[config.mk]
export PLATFORM = sky130hd
export DESIGN_NAME = ss_adc_frame_rx
export DESIGN_NICKNAME = d
export VERILOG_FILES = /design/src/rtl/ss_adc_pkg.sv /design/src/rtl/ss_adc_rx_fifo.sv /design/src/rtl/ss_adc_frame_rx.sv
export SDC_FILE = /design/constraint.sdc
export NUM_CORES = 1
export LEC_CHECK = 0
export BUFFER_PORTS_ARGS = -buffer_cell sky130_fd_sc_hd__buf_2
export CAP_MARGIN = 20
export CORE_ASPECT_RATIO = 1.25
export CORE_MARGIN = 3
export CORE_UTILIZATION = 45
export DETAILED_ROUTE_END_ITERATION = 6
export SLEW_MARGIN = 20
export SYNTH_ARGS = -nofsm -noshare
export SYNTH_HDL_FRONTEND = slang
export SYNTH_HIERARCHICAL = 1
export SYNTH_SLANG_ARGS = --single-unit
[constraint.sdc]
create_clock -name clk -period 11.8 [get_ports clk]
set_clock_uncertainty 0.05 [all_clocks]
set_input_delay 0.59 -clock clk [delete_from_list [all_inputs] [get_ports clk]]
set_output_delay 0.59 -clock clk [all_outputs]
set_load 0.1 [all_outputs]
[src/rtl/ss_adc_pkg.sv]
// Shared constants and FIFO entry layout for the single-slope ADC counter
// and its nibble-stream receiver.
package ss_adc_pkg;

  localparam int NUM_CH       = 128;
  localparam int CODE_W       = 8;
  localparam int NIB_W        = 4;
  localparam int NIB_PER_CODE = CODE_W / NIB_W;
  localparam int CH_W         = 7;
  localparam int CNT_W        = 9;
  localparam int FIFO_DEPTH   = 8;

  localparam logic [CNT_W-1:0]  FRAME_LAST = 9'd262;
  localparam logic [CNT_W-1:0]  DATA_LAST  = 9'd255;
  localparam logic [CODE_W-1:0] SAT_CODE   = 8'hFF;

  typedef struct packed {
    logic              sof;
    logic              eof;
    logic [CH_W-1:0]   ch;
    logic [CODE_W-1:0] data;
  } rx_entry_t;

  localparam int ENTRY_W = $bits(rx_entry_t);

endpackage

[src/rtl/ss_adc_rx_fifo.sv]
// First-word-fall-through FIFO for received column codes.
// A push into a full FIFO is still accepted when the head is popped in the
// same cycle; o_accept tells the caller whether the pushed entry was kept.
module ss_adc_rx_fifo
  import ss_adc_pkg::*;
#(
  parameter int DEPTH = FIFO_DEPTH
) (
  input  logic      clk,
  input  logic      n_reset,
  input  logic      i_push,
  input  rx_entry_t i_entry,
  input  logic      i_pop,
  output rx_entry_t o_head,
  output logic      o_full,
  output logic      o_empty,
  output logic      o_accept
);

  localparam int AW = $clog2(DEPTH);

  rx_entry_t     r_mem [DEPTH];
  logic [AW-1:0] r_wr_ptr;
  logic [AW-1:0] r_rd_ptr;
  logic [AW:0]   r_count;

  logic w_pop;
  logic w_accept;

  assign o_full   = (r_count == (AW+1)'(DEPTH));
  assign o_empty  = (r_count == '0);
  assign w_pop    = i_pop & ~o_empty;
  assign w_accept = i_push & (~o_full | w_pop);
  assign o_accept = w_accept;
  assign o_head   = r_mem[r_rd_ptr];

  // Storage, pointers and occupancy; storage is reset so the head reads zero.
  always_ff @(posedge clk or negedge n_reset) begin
    if (!n_reset) begin
      for (int i = 0; i < DEPTH; i++) r_mem[i] <= '0;
      r_wr_ptr <= '0;
      r_rd_ptr <= '0;
      r_count  <= '0;
    end else begin
      if (w_accept) begin
        r_mem[r_wr_ptr] <= i_entry;
        r_wr_ptr        <= r_wr_ptr + 1'b1;
      end
      if (w_pop) r_rd_ptr <= r_rd_ptr + 1'b1;
      case ({w_accept, w_pop})
        2'b10:   r_count <= r_count + 1'b1;
        2'b01:   r_count <= r_count - 1'b1;
        default: r_count <= r_count;
      endcase
    end
  end

endmodule

[src/rtl/ss_adc_frame_rx.sv]
// Receive end of the single-slope ADC nibble stream. Tracks the ADC counter,
// rebuilds 8-bit column codes from low/high nibble pairs and queues them in
// an FWFT FIFO with channel index and frame markers.
// Optional: define SS_ADC_SAT_COUNT_EN to add the per-frame saturated-code
// counter and its sat_count output.
module ss_adc_frame_rx
  import ss_adc_pkg::*;
(
  input  logic              clk,
  input  logic              n_reset,
  input  logic              enable,
  input  logic [NIB_W-1:0]  adc_nibble,
  output logic [CODE_W-1:0] code_data,
  output logic [CH_W-1:0]   code_ch,
  output logic              code_sof,
  output logic              code_eof,
  output logic              code_valid,
  input  logic              code_ready,
  output logic [15:0]       frame_count,
  output logic              overflow
`ifdef SS_ADC_SAT_COUNT_EN
  ,
  output logic [7:0]        sat_count
`endif
);

  logic [CNT_W-1:0] r_rx_cnt;
  logic [NIB_W-1:0] r_low;
  logic             r_in_frame;
  logic             r_en_d;
  logic [15:0]      r_frame_count;
  logic             r_overflow;

  logic             w_sample;
  logic             w_push;
  logic             w_accept;
  logic [CH_W-1:0]  w_ch;
  rx_entry_t        w_entry;
  rx_entry_t        w_head;
  logic             w_full;
  logic             w_empty;

  // The 255 reached after enable rises is the counter's parking value, not
  // the last data slot of a frame; sampling starts only once the counter has
  // wrapped 262->0, which r_in_frame records.
  assign w_sample = enable & r_in_frame & (r_rx_cnt <= DATA_LAST);
  assign w_push   = w_sample & r_rx_cnt[0];
  assign w_ch     = r_rx_cnt[7:1];

  assign w_entry.sof  = (w_ch == '0);
  assign w_entry.eof  = (w_ch == CH_W'(NUM_CH-1));
  assign w_entry.ch   = w_ch;
  assign w_entry.data = {adc_nibble, r_low};

  // Frame counter mirroring the ADC counter: parked at 255 while disabled.
  always_ff @(posedge clk or negedge n_reset) begin
    if (!n_reset) begin
      r_rx_cnt   <= DATA_LAST;
      r_in_frame <= 1'b0;
    end else if (!enable) begin
      r_rx_cnt   <= DATA_LAST;
      r_in_frame <= 1'b0;
    end else if (r_rx_cnt == FRAME_LAST) begin
      r_rx_cnt   <= '0;
      r_in_frame <= 1'b1;
    end else begin
      r_rx_cnt   <= r_rx_cnt + 1'b1;
    end
  end

  // Low nibble capture on even counts; a disable discards a partial byte.
  always_ff @(posedge clk or negedge n_reset) begin
    if (!n_reset)                    r_low <= '0;
    else if (!enable)                r_low <= '0;
    else if (w_sample & ~r_rx_cnt[0]) r_low <= adc_nibble;
  end

  ss_adc_rx_fifo #(.DEPTH(FIFO_DEPTH)) u_fifo (
    .clk      (clk),
    .n_reset  (n_reset),
    .i_push   (w_push),
    .i_entry  (w_entry),
    .i_pop    (code_ready),
    .o_head   (w_head),
    .o_full   (w_full),
    .o_empty  (w_empty),
    .o_accept (w_accept)
  );

  // Completed frames count only when the eof entry actually made it in;
  // overflow is sticky until a falling edge of enable.
  always_ff @(posedge clk or negedge n_reset) begin
    if (!n_reset) begin
      r_en_d        <= 1'b0;
      r_frame_count <= '0;
      r_overflow    <= 1'b0;
    end else begin
      r_en_d <= enable;
      if (w_accept & w_entry.eof) r_frame_count <= r_frame_count + 1'b1;
      if (r_en_d & ~enable)       r_overflow <= 1'b0;
      else if (w_push & ~w_accept) r_overflow <= 1'b1;
    end
  end

`ifdef SS_ADC_SAT_COUNT_EN
  logic [7:0] r_sat_acc;
  logic [7:0] r_sat_count;
  logic       w_is_sat;

  assign w_is_sat  = w_push & (w_entry.data == SAT_CODE);
  assign sat_count = r_sat_count;

  // Saturated-code tally per frame, published on the eof push.
  always_ff @(posedge clk or negedge n_reset) begin
    if (!n_reset) begin
      r_sat_acc   <= '0;
      r_sat_count <= '0;
    end else begin
      if (enable && (r_rx_cnt == '0)) r_sat_acc <= '0;
      else if (w_is_sat)              r_sat_acc <= r_sat_acc + 1'b1;
      if (w_push & w_entry.eof) r_sat_count <= r_sat_acc + {7'd0, w_is_sat};
    end
  end
`endif

  assign code_data   = w_head.data;
  assign code_ch     = w_head.ch;
  assign code_sof    = w_head.sof;
  assign code_eof    = w_head.eof;
  assign code_valid  = ~w_empty;
  assign frame_count = r_frame_count;
  assign overflow    = r_overflow;

endmodule

Word-level counts from Yosys, hierarchy flattened
Cells that the tools add are included.

Input port bits: 8. Flip-flop bits (word level): 178. Word-level logic and storage cells: 95.

Add/subtract/negate cells: 6. Magnitude comparators: 4. Bitwise logic cells: 17. Equal/unequal tests: 7. Mux-type cells: 15. Reductions and logical operators: 5.

Operators by type and width (count): $bwmux W136 (1); $bmux W17 S3 (1); $demux W17 S3 (1); $mux W17 (3); $mux W9 (2); $add A16 B1 Y16 const B (1); $add A9 B1 Y9 const B (1); $and A1 B1 Y1 (9); $eq A9 B9 Y1 const B (1); $le A9 B8 Y1 const B (1); $ge A4 B4 Y1 const B (2); $mux W4 (2); $not A3 Y4 (2); $pmux W4 S2 (1); $eq A7 B7 Y1 const B (1); $logic_not A7 Y1 (1); $add A3 B1 Y3 const B (2); $not A1 Y1 (5); $add A4 B1 Y4 const B (1); $eq A4 B4 Y1 const B (1); $logic_not A4 Y1 (1); $lt A4 B1 Y1 const B (1); $mux W1 (4); $ne A2 B1 Y1 const B (2); other kinds (6) (7).

Longest topological paths before layout
Depth after elaboration: 9. Mapped depth: 14. Mapped depth without buffers: 12.

By module
Netlist, hierarchy kept.

By module, submodules not included: ss_adc_rx_fifo (area each 6996.7 µm², cells each 415, seq. area each 3653.5 µm², times used 1); ss_adc_frame_rx (area each 1507.7 µm², cells each 133, seq. area each 810.8 µm², times used 1).

Worst setup path before layout
Ideal clock, no wire load.

Path kind: reg-to-reg. From: reg r_rx_cnt[2]. To: reg u_fifo.r_count[3]. Stages on the path, launching flop included: 15. Required time: 11.616 ns. Clock period less this slack: 3.828 ns. Arrival: 3.644 ns. Library setup time: 0.134 ns. Setup slack: 7.972 ns. Cells stage by stage: dfstp_2 > buf_2 > and4_1 > nand2_1 > nor2_1 > ha_1 > nor2b_1 > a2111oi_1 > buf_2 > o21ai_1 > ha_1 > ha_1 > or4b_2 > o311ai_0 > o211ai_1.

Word-level cells in the longest chain between the ends: 6. Elaborated cells between the ends (all ways): 8. Classes of those cells: order compare: 1; eq/ne: 2; mux: 1; bitwise: 3; reduce/logical: 1.

Ends and longest elaborated chain: start: declaration (line ss_adc_frame_rx.sv:27) `logic [CNT_W-1:0] r_rx_cnt;`; start signal: assignment (line ss_adc_frame_rx.sv:67) `r_rx_cnt <= r_rx_cnt + 1'b1;`; $le A9 B8 Y1 * (line ss_adc_frame_rx.sv:46) `assign w_sample = enable & r_in_frame & (r_rx_cnt <= DATA_LAST);`; $and A1 B1 Y1 * (line ss_adc_frame_rx.sv:46); $and A1 B1 Y1 * (line ss_adc_frame_rx.sv:47) `assign w_push = w_sample & r_rx_cnt[0];`; named net w_push (line ss_adc_frame_rx.sv:35) `logic w_push;`; $and A1 B1 Y1 * (line ss_adc_rx_fifo.sv:33) `assign w_accept = i_push & (~o_full | w_pop);`; $eq A2 B1 Y1 / $eq A2 B2 Y1 (equally long branches) (line ss_adc_rx_fifo.sv:50) `case ({w_accept, w_pop})`; $pmux W4 S2 / $reduce_bool A2 Y1 (equally long branches); end signal: assignment (line ss_adc_rx_fifo.sv:51) `2'b10: r_count <= r_count + 1'b1;`; end signal: assignment (line ss_adc_rx_fifo.sv:52) `2'b01: r_count <= r_count - 1'b1;`; end signal: assignment (line ss_adc_rx_fifo.sv:53) `default: r_count <= r_count;`; end: declaration (line ss_adc_rx_fifo.sv:25) `logic [AW:0] r_count;`.

The timed path passes the listed nets; every way through them passes the cells marked *. A chain may end at the register's enable or synchronous reset.

Worst setup path in the final report
Ends and elaborated chain as after synthesis.

==> impl_metrics.py <==
metrics = {
    "route": {
        "wl_per_cell_um": 20.93,
        "viasPerCell": 5.692,
        "ant_nets": 0,
        "vias": 4690,
        "drtIter0Drc": 302,
        "drc": 0,
        "routed_wl_mm": 17.24,
        "first_pass_iters": 4,
    },
    "status": {
        "outcome": "complete, no violations",
    },
    "pwr": {
        "power.density_nw_per_um2": 166.3,
        "vdd_drop_max_uv": 142.1,
        "leakage_nw": 4.663,
        "power.total_mw": 1.576,
    },
    "cells_and_area": {
        "drive_gt1_frac": 0.4933,
        "seqCellArea_um2": 4467,
        "multi_input_area_um2": 3822,
        "area_growth_pct": 11.50,
        "num-fill-cells": 1499,
        "final_util": 0.5178,
        "nets": 603,
        "fin_area_um2": 9478,
        "finalNonFillerCells": 824,
        "antenna_cells": 0,
    },
    "setup_path": {
        "critical-path-max-stage-delay_ns": 0.72,
        "worst-setup-path-type": "reg -> reg",
        "path_common_cell": "ha_1",
        "critPathRequiredTime_ns": 12.04,
        "slowest_stage": "dfstp_2",
        "worstPathMaxFanout": 16,
        "cp.arrival_ns": 4.65,
        "worstPathCellList": "and4_1 -> nand2_1 -> nor2_1 -> ha_1 -> nor2b_1 -> a2111oi_4 -> o21ai_1 -> ha_1 -> ha_1 -> or4b_2 -> o311ai_0 -> o211ai_1",
        "cp-end-kind": "flip-flop",
        "cp-start-kind": "flip-flop",
    },
    "floorplan": {
        "rows": 55,
        "die_h_um": 159.7,
        "io-pin-count": 43,
        "coreArea_um2": 18310,
        "dieArea_um2": 20590,
        "dieWidth_um": 128.9,
        "initial_core_util": 0.4644,
    },
    "global_routing": {
        "first_global_vias": 4945,
        "grt_util_all_layers": 0.1778,
        "grt_max_degree": 78,
        "grt_pass1_wl_mm": 28.28,
        "met2_usage": 0.2792,
        "grt_overflow": 0,
        "use_met3": 0.03546,
        "grt-busiest-layer": "met2",
        "met1_usage": 0.2541,
        "antenna_found_initial": 0,
    },
    "cts": {
        "cts_buffers": 17,
        "cts_setup_buffers": 0,
        "clk_pin_slew_worst_paths_ns": 0.06,
        "cts_tree": "built",
        "cts_hold_buf": 0,
        "clock_sinks": 178,
        "htree_levels": 4,
        "cts_buffer_depth": 2,
        "cts_root_buf": "clkbuf_16",
        "clock_latency_ns": 0.42,
        "ctsResizeCount": 0,
    },
    "timing": {
        "rsz0062_at_grt": "no",
        "relSlewSlack": 0.3061,
        "fmax_mhz": 226.5,
        "hold_viol_final": 0,
        "slew_violations": 0,
        "tightest_slew_ns": 1.040,
        "period_needed_ns": 4.416,
        "setup_tns_ns": 0,
        "setup_viol": 0,
        "fin_crit_sh": 0.3742,
    },
    "synth": {
        "mappedNetlistArea_um2": 8501,
        "syn-mean-instance-area_um2": 15.54,
        "ys.warnings.count": 6,
        "syn_nets": 565,
        "syn_inst": 547,
    },
    "place": {
        "place_hpwl_mm": 10.69,
        "dp_cells": 794,
        "io_buffers": 42,
        "gp_congestion": 0.8079,
        "post_dp_cell_area_um2": 8848,
    },
    "run": {
        "drv_cap": 0,
    },
    "worst_hold_path": {
        "hp-class": "in -> async",
    },
}
-- sequential cells by signal, indices dropped and copies added, names as in the netlist --
signal,flops
u_fifo/r_mem,136
u_fifo/r_rd_ptr,3
r_in_frame,1
r_en_d,1
r_low,4
u_fifo/r_wr_ptr,3
u_fifo/r_count,4
frame_count,16
overflow,1
r_rx_cnt,9
-- per-layer routing --
metal / vias up / share of wire
met2: 54 / 0.51
li1: 2101 / -
met5: - / 0
met1: 2519 / 0.46
met3: 16 / 0.021
met4: 0 / 0.012
-- layout by cell type, fill, tap and decap left out, types with 2 or more instances in the layout --
cell        count
nor2_1         11
nor3_4          3
mux4_2         34
o211ai_1        2
nand3_1        11
dfstp_2         8
nor2b_1         4
buf_4           3
mux2_2        126
mux2_4         30
clkbuf_8        4
o2111ai_4       4
nand4_1         6
dfrtp_2         2
o21ai_1         3
ha_1            9
a21oi_1         3
buf_6           2
nor4_1          3
clkinv_4        2
mux2i_1         5
nand2_1        18
o211ai_4        3
and4_1          2
xnor2_1        18
nor3b_1         3
clkinvlp_4      2
clkbuf_16      17
dfrtp_1       168
nand4_2         2
bufinv_16       3
inv_1          11
o21ai_0         4
xor2_1          8
and3_1          5
buf_2          41
-- critical path: cells and delay by family (launching register included) --
family          cells  cell delay (ns)
flops               1             0.72
simple gates        5             1.29
compound gates      4             1.25
fa+ha+maj           3             0.95
-- layout make-up --
cell class / instances / area share
clock buffer: 22 / 0.05109
timing repair buffer: 46 / 0.02640
clock inverter: 8 / 0.01347
multi-input combinational: 331 / 0.4033
tap: 228 / 0.03010
inverter: 11 / 0.004356
sequential: 178 / 0.4713
-- through the flow --
step	hold WS (ns)	setup slack (ns)
6_report	0.05032	7.384
5_1_grt	0.06248	7.170
4_1_cts	0.05457	6.988
3_5_place_dp	0.3546	7.002
3_3_place_gp	0.3550	7.274
2_1_floorplan	0.2444	7.972
-- worst paths after layout --
kind	start	endpoint	slack, ns	cells past startpoint
worst max-delay path	r_rx_cnt[2]	u_fifo/r_count[3]	7.38	12
worst min-delay path	n_reset	u_fifo/r_mem[107]	0.05	1
worst max register to register	r_rx_cnt[2]	u_fifo/r_count[3]	7.38	12
worst min register to register	r_en_d	overflow	0.36	1
max in group asynchronous	n_reset	u_fifo/r_mem[26]	9.96	3
min in group clk	r_en_d	overflow	0.36	1
-- power by group --
group	internal (mW)	switching, mW
combinational	0.114	0.159
clock	0.354	0.224
sequential	0.639	0.0855
Power figures use the tool's default switching activity.
